### config.mk
export PLATFORM = sky130hd
export DESIGN_NAME = uart_config_regfile
export DESIGN_NICKNAME = d
export VERILOG_FILES = /design/src/rtl/uart_config_regfile.sv
export SDC_FILE = /design/constraint.sdc
export NUM_CORES = 1
export LEC_CHECK = 0
export CAP_MARGIN = 40
export CORE_MARGIN = 10
export CORE_UTILIZATION = 30
export DETAILED_ROUTE_END_ITERATION = 16
export GPL_TIMING_DRIVEN = 0
export PLACE_DENSITY = 0.64
export SYNTH_ARGS = -nofsm -noshare
export SYNTH_HDL_FRONTEND = slang
export SYNTH_SLANG_ARGS = --single-unit
### constraint.sdc
create_clock -name clk_i -period 2.1 [get_ports clk_i]
set_clock_uncertainty 0.15 [all_clocks]
set_input_delay 0.315 -clock clk_i [delete_from_list [all_inputs] [get_ports clk_i]]
set_output_delay 0.315 -clock clk_i [all_outputs]
set_load 0.02 [all_outputs]
### src/rtl/uart_config_regfile.sv
// rtl/uart_config_regfile.sv - UART configuration register file with staged frame config and atomic divisor commit
//
// Host-addressed registers (STR, LDVR, UDVR, FSR, CTR, ISR, RXR, TXR) with separate
// write/read buses and registered read data. Frame configuration changes are handed
// to the configuration controller via cfg_req_o/cfg_ack_i/cfg_done_i. The baud divisor
// is committed atomically while TX and RX are idle.
// Optional feature macro: CONFIG_TIMEOUT_EN (abort a stalled configuration handshake).
//
// Ports:
//   clk_i, rst_n_i                          clock, asynchronous active-low reset
//   write_i, read_i, address_i, wdata_i     host access (write wins when both strobes are high)
//   rdata_o, rdata_valid_o                  registered read data and its one-cycle valid
//   data_width_o, parity_mode_o, stop_bits_o, tx_dsm_o, rx_dsm_o   active frame configuration
//   cfg_req_o, cfg_ack_i, cfg_done_i        configuration controller handshake
//   tx_idle_i, rx_idle_i                    transceiver idle, gates the divisor commit
//   divisor_o, bd_gen_reset_o               active divisor and commit pulse
//   tx_fifo_full_i, rx_fifo_empty_i         FIFO status
//   rx_fifo_threshold_o, comm_mode_o        FSR threshold, CTR communication mode
//   rx_data_i, rx_fifo_read_o               RX FIFO head and pop
//   tx_data_o, tx_fifo_write_o              TX FIFO data and push
//   int_event_i, int_o                      interrupt events and combined interrupt

module uart_config_regfile #(
    parameter int          BUS_WIDTH      = 8,
    parameter logic [15:0] STD_DIVISOR    = 16'd325,
    parameter int          TIMEOUT_CYCLES = 1024
) (
    input  logic                 clk_i,
    input  logic                 rst_n_i,
    input  logic                 write_i,
    input  logic                 read_i,
    input  logic [2:0]           address_i,
    input  logic [BUS_WIDTH-1:0] wdata_i,
    output logic [BUS_WIDTH-1:0] rdata_o,
    output logic                 rdata_valid_o,
    output logic [1:0]           data_width_o,
    output logic [1:0]           parity_mode_o,
    output logic [1:0]           stop_bits_o,
    output logic                 tx_dsm_o,
    output logic                 rx_dsm_o,
    output logic                 cfg_req_o,
    input  logic                 cfg_ack_i,
    input  logic                 cfg_done_i,
    input  logic                 tx_idle_i,
    input  logic                 rx_idle_i,
    output logic [15:0]          divisor_o,
    output logic                 bd_gen_reset_o,
    input  logic                 tx_fifo_full_i,
    input  logic                 rx_fifo_empty_i,
    output logic [5:0]           rx_fifo_threshold_o,
    input  logic [7:0]           rx_data_i,
    output logic                 rx_fifo_read_o,
    output logic [7:0]           tx_data_o,
    output logic                 tx_fifo_write_o,
    input  logic [3:0]           int_event_i,
    output logic [1:0]           comm_mode_o,
    output logic                 int_o
);

    // Standard frame configuration: 8 data bits, no parity, 1 stop bit.
    localparam logic [1:0] STD_DATA_WIDTH  = 2'b11;
    localparam logic [1:0] STD_PARITY_MODE = 2'b00;
    localparam logic [1:0] STD_STOP_BITS   = 2'b00;
    localparam logic [1:0] STD_COMM_MODE   = 2'b00;
    localparam logic [5:0] STD_CFG = {STD_STOP_BITS, STD_PARITY_MODE, STD_DATA_WIDTH};

    localparam logic [2:0] A_STR = 3'd0, A_LDVR = 3'd1, A_UDVR = 3'd2, A_FSR = 3'd3;
    localparam logic [2:0] A_CTR = 3'd4, A_ISR = 3'd5, A_RXR = 3'd6, A_TXR = 3'd7;

    typedef enum logic [1:0] {ST_IDLE, ST_REQ, ST_WAIT} cfg_state_t;
    cfg_state_t state_q, state_d;

    logic [15:0] wdata16;
    logic        rd_en;
    logic        wr_str, wr_ldvr, wr_udvr, wr_fsr, wr_ctr, wr_isr, wr_txr, stdc;
    logic        done_q, done_rise, str_start, cfg_commit, cfg_abort;
    logic        tmo_expire, tmo_q;

    // {SBID, PMID, DWID}
    logic [5:0]  cfg_act_q, cfg_stg_q;
    logic        tdsm_q, rdsm_q;
    logic [15:0] div_q, div_stg_q;
    logic        div_armed_q, bd_pulse_q;
    logic [5:0]  thr_q;
    logic [1:0]  com_q;
    logic        enreq_q, txf_q, rxe_q;
    logic [3:0]  int_en_q, int_pend_q;
    logic [7:0]  txr_q;
    logic [15:0] rd_val;
    logic [BUS_WIDTH-1:0] rdata_q;
    logic        rvalid_q;

    assign wdata16 = 16'(wdata_i);
    assign rd_en   = read_i & ~write_i;
    assign wr_str  = write_i && (address_i == A_STR);
    assign wr_ldvr = write_i && (address_i == A_LDVR);
    assign wr_udvr = write_i && (address_i == A_UDVR);
    assign wr_fsr  = write_i && (address_i == A_FSR);
    assign wr_ctr  = write_i && (address_i == A_CTR);
    assign wr_isr  = write_i && (address_i == A_ISR);
    assign wr_txr  = write_i && (address_i == A_TXR);
    assign stdc    = wr_ctr & wdata_i[0];

    assign done_rise = cfg_done_i & ~done_q;
    assign str_start = wr_str && (state_q == ST_IDLE) && enreq_q && (wdata_i[5:0] != cfg_stg_q);

    always_comb begin
        state_d    = state_q;
        cfg_commit = 1'b0;
        cfg_abort  = 1'b0;
        case (state_q)
            ST_IDLE: if (str_start) state_d = ST_REQ;
            // An ack arriving together with the done edge skips WAIT entirely.
            ST_REQ: begin
                if (cfg_ack_i && done_rise) begin
                    state_d    = ST_IDLE;
                    cfg_commit = 1'b1;
                end else if (cfg_ack_i) begin
                    state_d = ST_WAIT;
                end
            end
            ST_WAIT: begin
                if (done_rise) begin
                    state_d    = ST_IDLE;
                    cfg_commit = 1'b1;
                end
            end
            default: state_d = ST_IDLE;
        endcase
        if (tmo_expire && (state_d == state_q)) begin
            state_d   = ST_IDLE;
            cfg_abort = 1'b1;
        end
        // Standard-config request overrides any handshake in flight.
        if (stdc) begin
            state_d    = ST_IDLE;
            cfg_commit = 1'b0;
            cfg_abort  = 1'b0;
        end
    end

`ifdef CONFIG_TIMEOUT_EN
    localparam int TMO_W = $clog2(TIMEOUT_CYCLES + 1);
    logic [TMO_W-1:0] tmo_cnt_q;

    assign tmo_expire = (state_q != ST_IDLE) && (tmo_cnt_q == TMO_W'(TIMEOUT_CYCLES - 1));

    always_ff @(posedge clk_i or negedge rst_n_i) begin
        if (!rst_n_i) begin
            tmo_cnt_q <= '0;
            tmo_q     <= 1'b0;
        end else begin
            if (state_d != state_q)
                tmo_cnt_q <= '0;
            else if (state_q != ST_IDLE)
                tmo_cnt_q <= tmo_cnt_q + 1'b1;
            if (cfg_abort)
                tmo_q <= 1'b1;
            else if (wr_ctr && wdata_i[1])
                tmo_q <= 1'b0;
        end
    end
`else
    // Without the timeout feature the handshake waits forever; TIMEOUT_CYCLES has no effect.
    assign tmo_expire = (TIMEOUT_CYCLES < 0);
    assign tmo_q      = 1'b0;
`endif

    always_comb begin
        rd_val = 16'h0000;
        case (address_i)
            A_STR:  rd_val = {8'h00, tdsm_q, rdsm_q, cfg_stg_q};
            A_LDVR: rd_val = (BUS_WIDTH == 16) ? div_stg_q : {8'h00, div_stg_q[7:0]};
            A_UDVR: rd_val = {8'h00, div_stg_q[15:8]};
            A_FSR:  rd_val = {8'h00, txf_q, rxe_q, thr_q};
            A_CTR:  rd_val = {8'h00, state_q == ST_IDLE, int_o, com_q, enreq_q,
                              state_q != ST_IDLE, tmo_q, 1'b0};
            A_ISR:  rd_val = {8'h00, int_en_q, int_pend_q};
            A_RXR:  rd_val = rx_fifo_empty_i ? 16'h0000 : {8'h00, rx_data_i};
            A_TXR:  rd_val = {8'h00, txr_q};
            default: rd_val = 16'h0000;
        endcase
    end

    always_ff @(posedge clk_i or negedge rst_n_i) begin
        if (!rst_n_i) begin
            state_q     <= ST_IDLE;
            done_q      <= 1'b0;
            cfg_act_q   <= STD_CFG;
            cfg_stg_q   <= STD_CFG;
            tdsm_q      <= 1'b0;
            rdsm_q      <= 1'b0;
            div_q       <= STD_DIVISOR;
            div_stg_q   <= STD_DIVISOR;
            div_armed_q <= 1'b0;
            bd_pulse_q  <= 1'b0;
            thr_q       <= 6'd0;
            com_q       <= STD_COMM_MODE;
            enreq_q     <= 1'b1;
            txf_q       <= 1'b0;
            rxe_q       <= 1'b0;
            int_en_q    <= 4'b1111;
            int_pend_q  <= 4'b0000;
            txr_q       <= 8'h00;
            rdata_q     <= '0;
            rvalid_q    <= 1'b0;
        end else begin
            state_q <= state_d;
            done_q  <= cfg_done_i;

            if (stdc) begin
                cfg_act_q <= STD_CFG;
                cfg_stg_q <= STD_CFG;
            end else begin
                if (cfg_commit) cfg_act_q <= cfg_stg_q;
                if (cfg_abort)
                    cfg_stg_q <= cfg_act_q;
                else if (wr_str && (state_q == ST_IDLE))
                    cfg_stg_q <= wdata_i[5:0];
            end
            if (wr_str) begin
                tdsm_q <= wdata_i[7];
                rdsm_q <= wdata_i[6];
            end

            // A divisor write in the same cycle defers the commit, so a burst of
            // writes while armed yields one commit of the final staging value.
            bd_pulse_q <= 1'b0;
            if (stdc) begin
                div_q       <= STD_DIVISOR;
                div_stg_q   <= STD_DIVISOR;
                div_armed_q <= 1'b0;
                bd_pulse_q  <= 1'b1;
            end else if (wr_ldvr) begin
                if (BUS_WIDTH == 16) begin
                    div_stg_q   <= wdata16;
                    div_armed_q <= 1'b1;
                end else begin
                    div_stg_q[7:0] <= wdata16[7:0];
                end
            end else if (wr_udvr) begin
                div_stg_q[15:8] <= wdata16[7:0];
                div_armed_q     <= 1'b1;
            end else if (div_armed_q && tx_idle_i && rx_idle_i) begin
                div_q       <= div_stg_q;
                div_armed_q <= 1'b0;
                bd_pulse_q  <= 1'b1;
            end

            if (wr_ctr) begin
                com_q   <= wdata_i[5:4];
                enreq_q <= wdata_i[3];
            end
            txf_q <= tx_fifo_full_i;
            rxe_q <= rx_fifo_empty_i;
            if (wr_fsr) thr_q <= wdata_i[5:0];

            // Set has priority over a W1C clear of the same bit; set uses the old enables.
            int_pend_q <= (int_pend_q & ~(wr_isr ? wdata_i[3:0] : 4'b0000)) | (int_event_i & int_en_q);
            if (wr_isr) int_en_q <= wdata_i[7:4];

            if (wr_txr) txr_q <= wdata_i[7:0];

            rdata_q  <= rd_en ? rd_val[BUS_WIDTH-1:0] : '0;
            rvalid_q <= rd_en;
        end
    end

    assign rdata_o             = rdata_q;
    assign rdata_valid_o       = rvalid_q;
    assign data_width_o        = cfg_act_q[1:0];
    assign parity_mode_o       = cfg_act_q[3:2];
    assign stop_bits_o         = cfg_act_q[5:4];
    assign tx_dsm_o            = tdsm_q;
    assign rx_dsm_o            = rdsm_q;
    assign cfg_req_o           = (state_q == ST_REQ);
    assign divisor_o           = div_q;
    assign bd_gen_reset_o      = bd_pulse_q;
    assign rx_fifo_threshold_o = thr_q;
    assign rx_fifo_read_o      = rd_en && (address_i == A_RXR) && !rx_fifo_empty_i;
    assign tx_data_o           = wdata_i[7:0];
    assign tx_fifo_write_o     = wr_txr && !tx_fifo_full_i;
    assign comm_mode_o         = com_q;
    assign int_o               = |int_pend_q;

endmodule

# == After elaboration in Yosys (flattened, before gate mapping) ==
# Index checks and enable logic that the tools add are counted.
# classes
n_eq_ne,15
muxes,34
bitwise_logic,9
n_reduce_logical,32
# ops
operator,n
2-to-1 mux 16 bit,5
one-hot mux 8 bit (8 select lines),1
2-to-1 mux 8 bit,5
2-to-1 mux 6 bit,4
logical AND 1 bit,16
equality test 3 bit (second input constant),4
nonzero test 2 bit,6
2-to-1 mux 1 bit,11
2-to-1 mux 2 bit,5
AND 4 bit,2
equality test 3 x 2 -> 1 bit (second input constant),2
!= test 3 bit (second input constant),2
!= test 6 bit,1
one-hot mux 2 bit (3 select lines),1
AND reduction 3 bit,2
2-to-1 mux 4 bit,1
!= test 2 x 1 -> 1 bit (second input constant),2
!= test 4 x 1 -> 1 bit (second input constant),1
NOT 4 bit,1
bitwise OR 4 bit,1
AND reduction 2 bit,2
OR reduction 4 bit,1
AND 1 bit,3
equality test 3 x 1 -> 1 bit (second input constant),1
8 further kinds,10
# totals
reg_bits,87
elab_cells,111

# == Longest topological paths before layout ==
# Gate-level depths: netlist of run 1.
# logic_depth
word_depth,8
mapped_depth,8
depth_no_buf,7

# == Worst setup path after synthesis of run 1 ==
# No wires, ideal clock.
# synth_path
path_kind,register to register
start,register state_q[1]
end,register cfg_act_q[2]
setup_time_ns,0.119
arrival_ns,1.616
required_time_ns,1.831
path_slack_ns,0.215
stages_incl_launch_ff,7
n_path_buf,0
period_less_slack_ns,1.885
path_cell_list,dfrtp_1 inv_1 ha_1 a21oi_1 nor3b_2 mux2i_1 nor2_1
# synth_via
elab_chain_len,4
elab_cells_between_ends,5
classes_between,eq/ne: 2; mux: 2; reduce/logical: 1
# synth_lines
element,line,text
"start, declared",71,"cfg_state_t state_q, state_d;"
"start signal, assigned",208,state_q <= state_d;
equality test 2 x 1 -> 1 bit,--,
net cfg_req_o,41,"output logic cfg_req_o,"
one-hot mux 1 bit (2 select lines),111,case (state_q)
2-to-1 mux 1 bit,135,if (stdc) begin
nonzero test 2 bit (no line),--,
"end signal, assigned",215,if (cfg_commit) cfg_act_q <= cfg_stg_q;
"end, declared",80,"logic [5:0] cfg_act_q, cfg_stg_q;"
# The timed path passes the listed nets, and every way through them passes these cells.
# A chain may end at the register's enable or synchronous reset.

# == Final worst setup path of run 1 ==
# layout_path
start,input port wdata_i[2]
end,output port tx_data_o[2]
# layout_rtl
element,line,text
"start, declared",33,"input logic [BUS_WIDTH-1:0] wdata_i,"
"end, declared",53,"output logic [7:0] tx_data_o,"
# No word-level cell between the ends.

==> metrics.txt, run 1 <==
NetSw=1.83 mW; Max-cap violations=0; fin nets=532; half-perimeter wire length of the detailed placement result=9980 um; launching element type of the critical path=input port; switching share of power=32.3%; Critical R2R Launch=state_q[1]; sink count of the clock tree=87; Crit. Startpoint=wdata_i[2]; number of failing hold endpoints at the final stage=0; number of distinct library cells after synthesis=46; die width=138 um; worst hold path class=in -> reg; standard-cell row count=43; sum of negative setup slack=0 ns; leading cell type in the layout, fill and taps excluded=sky130_fd_sc_hd__nand2_1; Placeable Area=13800 um^2; count of state elements after synthesis=87; post-route DRC violation count=0; worst hold start=wdata_i[3]; mean number of vias per cell=5.05; wire length after detailed routing=13000 um; antenna-violating nets left=0; leakage component of the power=2.45 nW; most frequent cells in the layout=sky130_fd_sc_hd__nand2_1, sky130_fd_sc_hd__dfrtp_1, sky130_fd_sc_hd__clkdlybuf4s50_1; pwr/cell area=1020 nW/um^2; Max Slew Vio Count=0; fin crit share=95.4%; WP data arrival=1.54 ns; height of the die=138 um; Clock H-tree levels=3; largest fanout on the critical path=8; largest family of logic cells by synthesized area=simple AND/OR/NAND/NOR gates; initial core utilization=30.3%; slew of the pin with the lowest slew margin=0.635 ns; Worst setup EP type=primary output; logic gate share of total power=28.4%; buffer levels on the longest clock path=2; Hold WS=0.186 ns; post-synthesis simple-gate area fraction=16.6%; I/O pin count=87; fraction of registers with async set/reset=100%; Req. time, crit path=1.63 ns; overflow left after global routing=0; share of synthesized area spent on multiplexers=8.57%; post-synthesis compound-gate area fraction=14.0%; Post-Synth Adder-Cell Area=1.20%; xor and xnor fraction of the mapped netlist area=1.26%; Max-Slew Margin vs Limit=57.5%; upper clock frequency limit=499 MHz; iteration count of the initial detailed-routing pass=4; clock-pin slew of the registers on the worst-case setup and hold paths=0.07 ns; part of the total power dissipated in sequential elements=43.1%; maximum number of pins on one net before global-route repair=58; die footprint=19000 um^2; vias=3435; TritonCTS clock tree=built; cell area after technology mapping=4180 um^2; Final Setup Violations=0; crit path kind=in -> out; clock insertion delay at the later pin of the skew report=0.35 ns; share of power burned in the clock network=28.5%; number of violations reported at the end of detailed-routing iteration 0=312; Power Internal=3.84 mW; initial antenna violation count=0; sequential cell area fraction in the yosys report=52.7%; fraction of layout instances using a drive strength above 1=20.8%; Post-Syn Nets=436; total inserted antenna cells=0; routability congestion estimate from global placement=0.935; via count of the first global-routing pass=3499; RSZ-0062 raised after global routing=false; result of the run=finished clean; Inserted Clock Buffers=9; Peak supply drop=0.393 mV; Top FF cell, synth=sky130_fd_sc_hd__dfrtp_1; EDFF count, synth=0; wire per inst=19.2 um; final core utilization=40.6%; number of instances in the synthesized netlist=399; final worst path period need=2.00 ns; overall routing resource usage=14.1%; global-route wire length before repair=20200 um; area grow syn2layout=33.9%; root buffer selected by CTS=sky130_fd_sc_hd__clkbuf_16; port bufs=80; total of warnings raised by yosys=0; Avg Cell Area, Syn=10.5 um^2
==> power groups by stage <==
stage	registers [mW]	logic, mW	clock network, mW
after floorplan	2.56	0.729	0
after global placement	2.46	1.58	0
after CTS	2.45	1.63	1.65
after global routing	2.49	1.76	1.73
final	2.44	1.61	1.62
after detailed placement	2.47	1.62	0
==> per-layer routing <==
metal	routed length, um	vias up	global-route usage, %
li1	-	1602	-
met4	280	0	4.40
met3	912	16	4.78
met1	5690	1717	17.6
met5	0	-	0
met2	6170	100	22.5
==> logic make-up (layout without fill, tap and decap cells) <==
logic type,after synthesis,in the layout
compound gates,83,83
mux,33,33
simple gates,143,143
xor+xnor,6,6
buf+inv,43,144
fa+ha+maj,4,4
flops,87,87
==> per-stage QoR <==
step | setup slack, ns | total power [mW] | cell area [um^2] | std cells
2_1_floorplan | 0.215 | 3.29 | 4180 | 399
3_3_place_gp | -2.44 | 4.04 | 5200 | 659
3_5_place_dp | -0.966 | 4.09 | 5230 | 660
4_1_cts | 0.00779 | 5.72 | 5570 | 679
5_1_grt | 0.00737 | 5.98 | 5590 | 680
6_report | 0.0976 | 5.68 | 5590 | 680
==> cell type report <==
class	count	area, um^2
plain buffers	34	215
clock buffers	10	229
clock inverters	6	68.8
fillers	1347	8180
inverters	9	33.8
multi-input cells	269	1770
flip-flops and latches	87	2200
well taps	180	225
repair buffers	85	845
==> critical path: stages <==
cell and delay (ns):
sky130_fd_sc_hd__dlygate4sd2_1 0.45, sky130_fd_sc_hd__buf_4 0.18, sky130_fd_sc_hd__clkdlybuf4s50_1 0.59
==> registers in the layout, summed over array words and instances (netlist names), 2 cells and up <==
name	flops
rdata_o	8
state_q	2
div_stg_q	16
cfg_act_q	6
divisor_o	16
comm_mode_o	2
txr_q	8
rx_fifo_threshold_o	6
cfg_stg_q	6
int_en_q	4
int_pend_q	4
==> synth_stat cells (all sizes together) (6+ instances only) <==
| cell type | number | share of area (%) |
|---|---|---|
| a31oi | 7 | 1.0 |
| mux2i | 11 | 2.6 |
| a21oi | 13 | 1.6 |
| inv | 9 | 0.81 |
| o21ai | 18 | 2.2 |
| buf | 25 | 4.1 |
| dfstp | 17 | 11 |
| xnor2 | 6 | 1.3 |
| nor2b | 6 | 0.90 |
| nand3 | 19 | 2.3 |
| nor2 | 20 | 2.0 |
| dfrtp | 70 | 42 |
| mux2 | 22 | 5.9 |
| a22o | 19 | 4.0 |
| nand2 | 73 | 6.6 |
| clkbuf | 9 | 0.84 |
==> final timing paths <==
kind,endpoint,slack [ns],cells past startpoint
min reg2reg,int_en_q[1],0.33,2
min in group asynchronous,divisor_o[5],0.29,2
min,div_stg_q[3],0.19,3
max reg2reg,cfg_act_q[4],0.13,6
max in group asynchronous,enreq_q,0.84,3
max,tx_data_o[2],0.1,3
==> timing repair <==
item                                   4_1_cts  5_1_grt
pin swaps                                    0        3
hold buffers                                 1        0
gates resized for setup                     26        5
setup endpoints to repair                   23       19
setup buffers                                2        1
endpoints found under the hold margin       26        0
Power figures use the tool's default switching activity.
==> run 2: changes to the inputs <==
--- a/config.mk
+++ b/config.mk
@@ -11,6 +11,7 @@
 export DETAILED_ROUTE_END_ITERATION = 16
 export GPL_TIMING_DRIVEN = 0
 export PLACE_DENSITY = 0.64
+export RECOVER_POWER = 100
 export SYNTH_ARGS = -nofsm -noshare
 export SYNTH_HDL_FRONTEND = slang
 export SYNTH_SLANG_ARGS = --single-unit
==> run 2 against run 1 <==
Routed wire length up 0.58%. Largest cell class unchanged. Highest routed layer unchanged. Critical path type unchanged. Clock power is essentially flat. Sequential power hardly changed. First-iteration DRC count down 2.2%. Sequential cell count unchanged.
==> metrics.txt, run 2 (synthesized netlist as in run 1, its figures left out) <==
kind of cell with the highest combined delay on the critical path=buffers and inverters; Max-cap violations=0; fin crit share=97.0%; Min-Delay Endpoint=div_stg_q[11]; area grow syn2layout=33.0%; sum of negative setup slack=0 ns; via count of the first global-routing pass=3499; DP Area=5230 um^2; wire length after detailed routing=13100 um; Max Slew Vio Count=0; worst hold start=wdata_i[3]; antenna-violating nets left=0; clock insertion delay at the later pin of the skew report=0.35 ns; post-route design area=5550 um^2; clock-pin slew of the registers on the worst-case setup and hold paths=0.07 ns; r2r worst-path depth=6; Req. time, crit path=1.63 ns; height of the die=138 um; I/O pin count=87; leakage component of the power=2.50 nW; number of violations reported at the end of detailed-routing iteration 0=305; root buffer selected by CTS=sky130_fd_sc_hd__clkbuf_16; Final Power=5.60 mW; standard-cell row count=43; iteration count of the initial detailed-routing pass=4; pwr/cell area=1010 nW/um^2; Inserted Clock Buffers=9; TritonCTS clock tree=built; die footprint=19000 um^2; WP data arrival=1.57 ns; Peak supply drop=0.380 mV; sink count of the clock tree=87; cell depth of the worst min-delay path=3; RSZ-0062 raised after global routing=false; launching element type of the critical path=input port; Clock H-tree levels=3; largest stage delay on the critical path=0.59 ns; overflow left after global routing=0; Bufs and invs on worst path=3; upper clock frequency limit=491 MHz; number of failing hold endpoints at the final stage=0; global-route wire length before repair=20200 um; fin nets=532; die width=138 um; worst path setup slack after routing=0.0634 ns; Placeable Area=13800 um^2; setup slack, reg-to-reg=0.14 ns; Final Setup Violations=0; Worst setup EP type=primary output; overall routing resource usage=14.1%; worst hold path class=in -> reg; leading cell type in the layout, fill and taps excluded=sky130_fd_sc_hd__nand2_1; initial antenna violation count=0; slew of the pin with the lowest slew margin=0.768 ns; fraction of layout instances using a drive strength above 1=19.8%; worst flop-to-flop path endpoint=cfg_act_q[4]; half-perimeter wire length of the detailed placement result=9980 um; final worst path period need=2.04 ns; Max-Slew Margin vs Limit=48.8%; port bufs=80; buffer levels on the longest clock path=2; vias=3454; initial core utilization=30.3%; routability congestion estimate from global placement=0.935; Critical R2R Launch=state_q[1]; Crit-path slowest cell=sky130_fd_sc_hd__clkdlybuf4s50_1; post-route DRC violation count=0; mean number of vias per cell=5.08; crit path kind=in -> out; Worst Setup Slack post-DPL=-0.966 ns; largest fanout on the critical path=8; most frequent cells in the layout=sky130_fd_sc_hd__nand2_1, sky130_fd_sc_hd__dfrtp_1, sky130_fd_sc_hd__dlygate4sd3_1; total inserted antenna cells=0; result of the run=finished clean; fill count=1353; critical-path cell list=dlygate4sd2_1 -> clkbuf_4 -> clkdlybuf4s50_1; wire per inst=19.3 um; maximum number of pins on one net before global-route repair=58
run 2: cell types whose count changed in the layout (fill, tap and decap cells not counted), moves of 2 or more:
cell	delta
sky130_fd_sc_hd__clkdlybuf4s50_1	-51
sky130_fd_sc_hd__dlygate4sd3_1	+51
sky130_fd_sc_hd__buf_4	-4
sky130_fd_sc_hd__buf_2	-3
sky130_fd_sc_hd__clkbuf_1	+3
sky130_fd_sc_hd__clkbuf_2	+3
sky130_fd_sc_hd__and2_0	+2
sky130_fd_sc_hd__and2_1	-2
sky130_fd_sc_hd__clkbuf_4	+2
run 2: tightest hold or removal path, stage by stage:
cell	delay, ns
sky130_fd_sc_hd__clkbuf_2	0.19
sky130_fd_sc_hd__nand2_1	0.10
sky130_fd_sc_hd__nand2_1	0.05
run 2: worst max-delay path by stage:
stage          cells after the start          from                      to  slack, ns
2_1_floorplan                      6    state_q[1]            cfg_act_q[2]       0.22
3_3_place_gp                       1       rst_n_i  rx_fifo_threshold_o[1]      -2.44
3_5_place_dp                       5  address_i[1]         tx_fifo_write_o      -0.97
4_1_cts                            6  address_i[0]          rx_fifo_read_o      0.008
5_1_grt                            3    wdata_i[2]            tx_data_o[2]      0.007
6_report                           3    wdata_i[2]            tx_data_o[2]       0.06
run 2: metrics by stage:
stage          util, %  cells  hold WS [ns]
6_report          40.3    680         0.181
5_1_grt           40.3    680         0.202
4_1_cts           40.4    679         0.174
3_5_place_dp      37.9    660         0.130
3_3_place_gp      37.8    659         0.321
2_1_floorplan        -    399        -0.131
run 2: per-layer routing:
metal | track usage (%) | vias to the layer above | wire length (um)
li1 | - | 1609 | -
met1 | 17.6 | 1723 | 5700
met2 | 22.5 | 108 | 6190
met3 | 4.78 | 14 | 1020
met4 | 4.40 | 0 | 209
met5 | 0 | - | 0
run 2: power breakdown:
| group | internal, mW | leakage (nW) | total, mW | switching (mW) |
|---|---|---|---|---|
| Sequential | 2.11 | 1.06 | 2.43 | 0.321 |
| Combinational | 0.728 | 1.29 | 1.54 | 0.814 |
| Clock | 0.933 | 0.144 | 1.63 | 0.694 |
run 2: repair_timing:
action / CTS / global route
pin swaps: 0 / 3
resized for setup: 26 / 5
hold endpoints to repair: 26 / 0
setup endpoints to repair: 23 / 19
hold buffers: 1 / 0
buffers inserted: 2 / 1
run 2: layout make-up:
| cell class | count | area, um^2 | area share [%] |
|---|---|---|---|
| clock buffer | 10 | 229 | 4.12 |
| timing repair buffer | 85 | 822 | 14.8 |
| buffer | 34 | 214 | 3.85 |
| sequential | 87 | 2200 | 39.6 |
| clock inverter | 6 | 68.8 | 1.24 |
| tap | 180 | 225 | 4.06 |
| inverter | 9 | 33.8 | 0.609 |
| multi-input combinational | 269 | 1760 | 31.7 |
